--- src/rtl/shift_sequencer_if.sv ---
// rtl/shift_sequencer_if.sv - handshake/data bundle for shift_sequencer.
// The rot signal exists only when SHIFT_SEQ_ROTATE_EN is defined.
interface shift_sequencer_if #(
  parameter int N = 8
);
  localparam int AW = $clog2(N);

  logic          start;
  logic [N-1:0]  data_in;
  logic [AW-1:0] amt;
`ifdef SHIFT_SEQ_ROTATE_EN
  logic          rot;
`endif
  logic          ready;
  logic          busy;
  logic          done;
  logic [N-1:0]  data_out;

`ifdef SHIFT_SEQ_ROTATE_EN
  modport master (
    output start, data_in, amt, rot,
    input  ready, busy, done, data_out
  );

  modport slave (
    input  start, data_in, amt, rot,
    output ready, busy, done, data_out
  );
`else
  modport master (
    output start, data_in, amt,
    input  ready, busy, done, data_out
  );

  modport slave (
    input  start, data_in, amt,
    output ready, busy, done, data_out
  );
`endif
endinterface

--- src/rtl/shift_sequencer.sv ---
// rtl/shift_sequencer.sv - multi-cycle left shifter, one bit per clock.
// Optional rotate mode selected at build time with SHIFT_SEQ_ROTATE_EN.
module shift_sequencer #(
  parameter int N = 8
) (
  input  logic             clk,
  input  logic             rst,
  shift_sequencer_if.slave bus
);
  localparam int AW = $clog2(N);

  typedef enum logic [1:0] {
    IDLE  = 2'd0,
    SHIFT = 2'd1,
    DONE  = 2'd2
  } state_t;

  state_t        state;
  logic [N-1:0]  data_q;
  logic [AW-1:0] cnt;
  logic          ready_q;
  logic          busy_q;
  logic          done_q;
  logic          fill;

`ifdef SHIFT_SEQ_ROTATE_EN
  logic rot_q;

  assign fill = rot_q & data_q[N-1];

  always_ff @(posedge clk or posedge rst) begin
    if (rst) begin
      rot_q <= 1'b0;
    end else if (state == IDLE && bus.start) begin
      rot_q <= bus.rot;
    end
  end
`else
  assign fill = 1'b0;
`endif

  // Exit on cnt <= 1 so a zero count can never wrap and stall in SHIFT.
  always_ff @(posedge clk or posedge rst) begin
    if (rst) begin
      state   <= IDLE;
      data_q  <= '0;
      cnt     <= '0;
      ready_q <= 1'b1;
      busy_q  <= 1'b0;
      done_q  <= 1'b0;
    end else begin
      case (state)
        IDLE: begin
          if (bus.start) begin
            data_q  <= bus.data_in;
            cnt     <= bus.amt;
            ready_q <= 1'b0;
            busy_q  <= 1'b1;
            if (bus.amt == '0) begin
              state  <= DONE;
              done_q <= 1'b1;
            end else begin
              state  <= SHIFT;
              done_q <= 1'b0;
            end
          end
        end
        SHIFT: begin
          data_q <= {data_q[N-2:0], fill};
          if (cnt <= AW'(1)) begin
            cnt    <= '0;
            state  <= DONE;
            done_q <= 1'b1;
          end else begin
            cnt    <= cnt - AW'(1);
          end
        end
        DONE: begin
          state   <= IDLE;
          done_q  <= 1'b0;
          busy_q  <= 1'b0;
          ready_q <= 1'b1;
        end
        default: begin
          state   <= IDLE;
          cnt     <= '0;
          done_q  <= 1'b0;
          busy_q  <= 1'b0;
          ready_q <= 1'b1;
        end
      endcase
    end
  end

  assign bus.ready    = ready_q;
  assign bus.busy     = busy_q;
  assign bus.done     = done_q;
  assign bus.data_out = data_q;
endmodule

--- src/flat_wrapper.sv ---
// flat-port wrapper written by rule: the top's interface ports become plain ports
module shift_sequencer_flat 
#(
  parameter int N = 8
)
  (clk, rst, bus_start, bus_data_in, bus_amt, bus_ready, bus_busy, bus_done, bus_data_out);
  shift_sequencer_if #(.N(N)) bus_i ();
  input  logic clk;
  input  logic rst;
  input wire logic [$bits(bus_i.start)-1:0] bus_start;
  input wire logic [$bits(bus_i.data_in)-1:0] bus_data_in;
  input wire logic [$bits(bus_i.amt)-1:0] bus_amt;
  output wire logic [$bits(bus_i.ready)-1:0] bus_ready;
  output wire logic [$bits(bus_i.busy)-1:0] bus_busy;
  output wire logic [$bits(bus_i.done)-1:0] bus_done;
  output wire logic [$bits(bus_i.data_out)-1:0] bus_data_out;
  assign bus_i.start = bus_start;
  assign bus_i.data_in = bus_data_in;
  assign bus_i.amt = bus_amt;
  assign bus_ready = bus_i.ready;
  assign bus_busy = bus_i.busy;
  assign bus_done = bus_i.done;
  assign bus_data_out = bus_i.data_out;
  shift_sequencer #(.N(N)) u_core (.clk(clk), .rst(rst), .bus(bus_i));
endmodule
--- config.mk ---
export PLATFORM = sky130hd
export DESIGN_NAME = shift_sequencer_flat
export DESIGN_NICKNAME = d
export VERILOG_FILES = /design/src/rtl/shift_sequencer_if.sv /design/src/rtl/shift_sequencer.sv /design/src/flat_wrapper.sv
export SDC_FILE = /design/constraint.sdc
export NUM_CORES = 1
export LEC_CHECK = 0
export CAP_MARGIN = 10
export CORE_MARGIN = 10
export CORE_UTILIZATION = 35
export DETAILED_ROUTE_END_ITERATION = 10
export GPL_ROUTABILITY_DRIVEN = 0
export SLEW_MARGIN = 10
export SYNTH_ARGS = -nofsm -noshare
export SYNTH_HDL_FRONTEND = slang
export SYNTH_SLANG_ARGS = --single-unit
--- constraint.sdc ---
create_clock -name clk -period 2.2 [get_ports clk]
set_clock_uncertainty 0.15 [all_clocks]
set_input_delay 0.22 -clock clk [delete_from_list [all_inputs] [get_ports clk]]
set_output_delay 0.22 -clock clk [all_outputs]
set_load 0.005 [all_outputs]
==> results of run 1 <==
[layout make-up]
type	count	area, um2
fill	226	1110
timing repair buffer	27	263
clock buffer	4	26.3
tap	28	35.0
inverter	5	18.8
multi-input combinational	55	382
sequential	15	377
[cells in the final DEF, fill, tap and decap left out, types with 3 or more instances in the layout]
| cell | count |
|---|---|
| sky130_fd_sc_hd__buf_4 | 3 |
| sky130_fd_sc_hd__a22oi_1 | 7 |
| sky130_fd_sc_hd__clkdlybuf4s50_1 | 24 |
| sky130_fd_sc_hd__dfrtp_1 | 14 |
| sky130_fd_sc_hd__nor2b_1 | 8 |
| sky130_fd_sc_hd__inv_1 | 4 |
| sky130_fd_sc_hd__clkbuf_4 | 3 |
| sky130_fd_sc_hd__nand2_1 | 3 |
| sky130_fd_sc_hd__a21oi_1 | 9 |
| sky130_fd_sc_hd__o21ai_1 | 8 |
[synthesized netlist by cell type, types with 2 or more instances]
cell / n / area share (%)
sky130_fd_sc_hd__inv_1: 4 / 1.8
sky130_fd_sc_hd__a21oi_1: 9 / 5.5
sky130_fd_sc_hd__nand2_1: 3 / 1.4
sky130_fd_sc_hd__buf_6: 2 / 2.8
sky130_fd_sc_hd__nor2b_2: 2 / 2.2
sky130_fd_sc_hd__ha_1: 2 / 3.1
sky130_fd_sc_hd__buf_2: 3 / 1.8
sky130_fd_sc_hd__o21ai_1: 8 / 4.9
sky130_fd_sc_hd__dfrtp_1: 14 / 43
sky130_fd_sc_hd__mux2i_1: 2 / 2.5
sky130_fd_sc_hd__a21o_1: 2 / 1.8
sky130_fd_sc_hd__nor2b_1: 8 / 6.1
sky130_fd_sc_hd__a22oi_1: 7 / 6.5
sky130_fd_sc_hd__nand2b_1: 2 / 1.5
[per-layer routing]
| layer | vias to the layer above | global-route usage [%] |
|---|---|---|
| li1 | 339 | - |
| met1 | 341 | 10.2 |
| met2 | 18 | 13.3 |
| met3 | 4 | 2.77 |
| met4 | 0 | 3.77 |
| met5 | - | 0 |
[sequential cells by signal, indices dropped and copies added, names as in the netlist]
register,count
u_core.bus.data_out,8
u_core.bus.done,1
u_core.cnt,3
u_core.bus.ready,1
u_core.bus.busy,1
u_core.state,1
[metrics by stage]
step                hold WS, ns  power (mW)
floorplan               -0.0292       0.958
global placement          0.353        1.25
detailed placement        0.361        1.27
CTS                       0.148        1.42
global route              0.175        1.52
finish                    0.143        1.40
[worst paths after layout]
check / startpoint / endpoint / depth (start not counted)
worst min-delay path: rst / u_core.bus.data_out[0] / 2
worst min register to register: u_core.bus.ready / u_core.bus.ready / 1
worst max register to register: u_core.bus.done / u_core.bus.done / 3
max in group asynchronous: rst / u_core.bus.ready / 2
min in group clk: u_core.bus.ready / u_core.bus.ready / 1
worst max-delay path: u_core.bus.done / bus_done / 1
[power groups by stage]
| stage | Combinational [mW] | Sequential, mW | Clock, mW |
|---|---|---|---|
| after floorplan | 0.423 | 0.536 | 0 |
| after global placement | 0.692 | 0.555 | 0 |
| after detailed placement | 0.707 | 0.559 | 0 |
| after CTS | 0.712 | 0.555 | 0.156 |
| after global routing | 0.771 | 0.578 | 0.175 |
| final | 0.696 | 0.553 | 0.148 |
[cell families after synthesis]
kind of cell	Yosys count
buf+inv	10
simple gates	18
flops	15
mux	2
fa+ha+maj	2
compound gates	33
==> impl_metrics.csv, run 1 <==
group,metric,value,unit
run_status,outcome,"finished, final reports clean",
layout,num-nets-final,123,
logic_synthesis,post_synth_xor_area_fraction,0,%
clocking,cts-buffers-inserted,3,
die,floorplan.initialDensity,36.8,%
logic_synthesis,synth_enable_flop_cells,0,
setup_path,crit_path_max_fanout,15,
global_route,gr-total-overflow,0,
pwr,netSwitchingFraction,36.5,%
logic_synthesis,synth_ff_type,"sky130_fd_sc_hd__dfrtp_1",
die,fp.coreArea,2210,um2
logic_synthesis,yosys.area_share.adder,3.07,%
die,rows,17,
timing,layout_worst_path_cycle_share,88.3,%
clocking,cts-htree-levels,1,
pwr,power_leakage,0.457,nW
logic_synthesis,yosysWarningCount,0,
clocking,worstSkewPairLatency,0.27,ns
clocking,cts_resized,0,
setup_path,cp_top_family,"flip-flops",
die,pin_count,25,
timing,final-setup-viol-count,0,
layout,layoutNonFillerInstCount,134,
die,die_w,68.2,um
pwr,comb_power_share,49.8,%
logic_synthesis,synth_simple_gate_area_share,14.0,%
timing,fin_ws,0.257,ns
setup_path,crit_required,1.83,ns
drt,met3_length,144,um
setup_path,startpoint_type,"register",
clocking,worst_setup_hold_path_clk_slew,0.08,ns
logic_synthesis,yosys.cell_types.count,26,
run,drv.max_cap_violation_count,0,
drt,drtPass1Iterations,4,
logic_synthesis,synth.area.mux_share,2.46,%
setup_path,crit_buf_inv,1,
hold_path,min-delay-path-class,"in2async",
logic_synthesis,synth_seq_cells,15,
drt,drt-vias-per-instance,5.24,
global_route,grt.total_usage,8.44,%
layout,post-route-util,49.8,%
setup_path,endpoint_kind,"primary output",
timing,min_period,1.94,ns
logic_synthesis,synth-seq-area-share,46.2,%
drt,postRouteAntennaNets,0,
drt,route.layer.met1.wl,920,um
global_route,initial_antenna_violation_count,0,
pwr,power.density_cell_area,1270,nW/um2
place,detailed_place_hpwl,1490,um
drt,met2RoutedLength,894,um
pwr,pwr-share-seq,39.6,%
place,post-place-cells,130,
logic_synthesis,largest_family_of_logic_cells_by_synthesized_area,"compound AO/OA/AOI/OAI gates",
setup_path,critPathKind,"reg2out",
global_route,grt_pass1_vias,655,
timing,setup-tns-final,0,ns
clocking,cts_hold_buffers,0,
timing,tightest_slew,0.562,ns
setup_path,slowest_delay,0.69,ns
pwr,power.net_switching,0.510,mW
place,place_worst_setup_slack,0.555,ns
timing,timing_max_transition_violations_final,0,
drt,topRoutingLayerUsed,"met4",
pwr,vdd_ir_drop_max,0.589,mV
layout,area_growth,35.2,%
timing,fmaxAchievable,515,MHz
place,port_buffers,24,
clocking,post_cts_setup_buffer_count,0,
layout,post_route_cells_drive_above_1_share,12.3,%
logic_synthesis,postSynthAreaPerCell,10.2,um2
pwr,p_int,0.887,mW
pwr,p_clk_share,10.6,%
drt,detail_route.drc_violations,0,
setup_path,critical_path.slowest_cell,"sky130_fd_sc_hd__dfrtp_1",
place,postPlaceCellArea,1070,um2
drt,wirelength,1980,um
global_route,first_pass_grt_wire_length,3040,um
setup_path,worst-endpoint-arrival,1.57,ns
layout,layout.cell_area.non_filler,1100,um2
setup_path,critical_path.cell_chain,"clkdlybuf4s50_1",
clocking,clock_tree.buffer_depth,2,
timing,grt_setup_unrepaired,"false",
drt,wl_per_cell,14.8,um
drt,num_vias,702,
global_route,grt_max_degree,17,
logic_synthesis,mappedNetlistNets,96,
layout,antennaDiodeCount,0,
clocking,clock_sink_count,15,
timing,report.final.hold_viol_count,0,
logic_synthesis,synthesized_area_fraction_occupied_by_ao_oa_aoi_and_oai_cells,27.3,%
clocking,clk_root_buffer_cell,"sky130_fd_sc_hd__clkbuf_4",
drt,drt_first_iter_violations,35,
die,chipHeight,68.2,um
logic_synthesis,postSynth.asyncResetShare,100,%
timing,worst_slew_margin_rel,62.5,%
die,dieArea,4660,um2
setup_path,setup.reg_to_reg.worst_slack,0.54,ns
logic_synthesis,post_synth_inst_count,80,
clocking,clock_tree_from_tritoncts,"yes",
logic_synthesis,synth_area,815,um2
(Power assumes the default switching activity.)
==> run 2: changes to the inputs <==
--- a/config.mk
+++ b/config.mk
@@ -7,9 +7,11 @@
 export LEC_CHECK = 0
 export CAP_MARGIN = 10
 export CORE_MARGIN = 10
-export CORE_UTILIZATION = 35
+export CORE_UTILIZATION = 45
 export DETAILED_ROUTE_END_ITERATION = 10
 export GPL_ROUTABILITY_DRIVEN = 0
+export PLACE_DENSITY = 0.77
+export SETUP_SLACK_MARGIN = 0.05
 export SLEW_MARGIN = 10
 export SYNTH_ARGS = -nofsm -noshare
 export SYNTH_HDL_FRONTEND = slang
==> run 2 against run 1 <==
Effect of this change:
- count of clock-buffer cells in the layout stayed put
- register-to-register slack better by 0.04 ns
- maximum frequency is 1.8% higher
- final cell count is 2.2% lower
- clock power is 8% higher
- critical path type unchanged
- total power is 0.28% higher
- highest routed layer unchanged
- sequential share of layout area is 0.12 points higher
- largest power group unchanged
- first-iteration DRC count is 83% lower
- hold slack worse by 0.022 ns
==> impl_metrics.csv, run 2 (synthesized netlist as in run 1, its figures left out) <==
group,metric,value,unit
global_route,groute.layer.met3.usage,3.94,%
drt,postRouteAntennaNets,0,
drt,wl_per_cell,14.7,um
pwr,vdd_ir_drop_max,0.764,mV
setup_path,critPathKind,"reg2out",
die,pin_count,25,
global_route,groute.layer.met1.usage,11.1,%
drt,num_vias,684,
die,chipHeight,62.5,um
drt,wirelength,1920,um
setup_path,cp_top_family,"flip-flops",
hold_path,min-delay-path-class,"in2async",
die,dieArea,3910,um2
clocking,clock_tree.buffer_depth,2,
clocking,post_cts_setup_buffer_count,0,
layout,num-nets-final,123,
global_route,top_usage_layer,"met2",
clocking,cts_resized,0,
timing,final-setup-viol-count,0,
drt,drt-vias-per-instance,5.22,
global_route,grt_max_degree,17,
setup_path,reg2reg_depth,3,
pwr,power_leakage,0.457,nW
global_route,grt_pass1_vias,746,
clocking,cts-htree-levels,1,
setup_path,worstSetupStartpoint,"u_core.bus.done",
layout,post-route-util,63.6,%
setup_path,startpoint_type,"register",
clocking,clock_tree_from_tritoncts,"yes",
timing,fmaxAchievable,524,MHz
timing,setup-tns-final,0,ns
setup_path,setup.reg_to_reg.worst_slack,0.58,ns
setup_path,cp_num_cells,1,
layout,post_route_cells_drive_above_1_share,12.3,%
run_status,outcome,"finished, final reports clean",
clocking,worstSkewPairLatency,0.29,ns
timing,grt_setup_unrepaired,"false",
setup_path,critical_path.cell_chain,"clkdlybuf4s50_1",
global_route,gr-total-overflow,0,
timing,timing_max_transition_violations_final,0,
setup_path,critical_path.slowest_cell,"sky130_fd_sc_hd__dfrtp_1",
setup_path,worst-endpoint-arrival,1.54,ns
setup_path,rr_endpoint,"u_core.bus.done",
global_route,first_pass_grt_wire_length,3300,um
drt,drt_first_iter_violations,6,
layout,area_growth,34.7,%
setup_path,endpoint,"bus_done",
setup_path,regToRegStartpoint,"u_core.bus.done",
layout,antennaDiodeCount,0,
clocking,clock_sink_count,15,
clocking,cts_hold_buffers,0,
timing,layout_worst_path_cycle_share,86.8,%
setup_path,endpoint_kind,"primary output",
layout,largest_reg_flops,8,
timing,min_period,1.91,ns
clocking,cts-buffers-inserted,3,
setup_path,crit_buf_inv,1,
global_route,grt.total_usage,10.1,%
layout,n_fill_cell,156,
die,floorplan.initialDensity,47.2,%
die,fp.coreArea,1730,um2
place,port_buffers,24,
drt,detail_route.drc_violations,0,
setup_path,slowest_delay,0.66,ns
layout,most-common-layout-cells,"sky130_fd_sc_hd__clkdlybuf4s50_1, sky130_fd_sc_hd__dfrtp_1, sky130_fd_sc_hd__a21oi_1, sky130_fd_sc_hd__nor2b_1, sky130_fd_sc_hd__o21ai_1",
die,die_w,62.5,um
global_route,groute.layer.met2.usage,16.7,%
pwr,power.density_cell_area,1280,nW/um2
layout,layout_commonest_cell,"sky130_fd_sc_hd__clkdlybuf4s50_1",
timing,tightest_slew,0.556,ns
place,detailed_place_hpwl,1430,um
setup_path,crit_required,1.83,ns
timing,worst_slew_margin_rel,62.9,%
die,rows,15,
run,drv.max_cap_violation_count,0,
setup_path,crit_path_max_fanout,15,
clocking,clk_root_buffer_cell,"sky130_fd_sc_hd__clkbuf_4",
clocking,worst_setup_hold_path_clk_slew,0.09,ns
timing,report.final.hold_viol_count,0,
global_route,initial_antenna_violation_count,0,
drt,drtPass1Iterations,3,
-- run 2: cell counts in the layout (fill, tap and decap cells not counted) --
No cell type changed its count.
-- run 2: cell type report --
type | instances | area, um2 | area share (%)
Multi-Input combinational cell | 55 | 382 | 34.8
Sequential cell | 15 | 377 | 34.3
Timing Repair Buffer | 27 | 263 | 23.9
Tap cell | 25 | 31.3 | 2.85
Clock buffer | 4 | 26.3 | 2.39
Inverter | 5 | 18.8 | 1.71
-- run 2: metrics by stage --
step / instance area, um2 / hold slack, ns / std cells / total power [mW] / worst slack [ns]
3_3_place_gp: 1070 / 0.347 / 127 / 1.25 / 0.551
3_5_place_dp: 1070 / 0.351 / 127 / 1.26 / 0.512
6_report: 1100 / 0.121 / 131 / 1.40 / 0.291
2_1_floorplan: 815 / -0.0292 / 80 / 0.958 / 0.884
5_1_grt: 1100 / 0.200 / 131 / 1.52 / 0.223
4_1_cts: 1100 / 0.139 / 131 / 1.42 / 0.257
-- run 2: power breakdown --
part / switching, mW / internal (mW) / total, mW
clock network: 0.0898 / 0.0704 / 0.160
logic: 0.287 / 0.401 / 0.688
registers: 0.138 / 0.414 / 0.552
total: 0.515 / 0.885 / 1.40
-- run 2: how the worst min path moves through the flow --
stage,startpoint,depth (start not counted),endpoint
2_1_floorplan,rst,1,u_core.bus.busy
3_3_place_gp,u_core.bus.ready,1,u_core.bus.ready
3_5_place_dp,u_core.bus.ready,1,u_core.bus.ready
4_1_cts,rst,2,u_core.bus.data_out[7]
5_1_grt,rst,2,u_core.bus.data_out[7]
6_report,rst,2,u_core.bus.data_out[7]
-- run 2: metal layers --
metal	wire (um)	part of all wire, %
met4	22	1.1
met3	123	6.4
met2	940	49
met5	0	0
met1	837	44
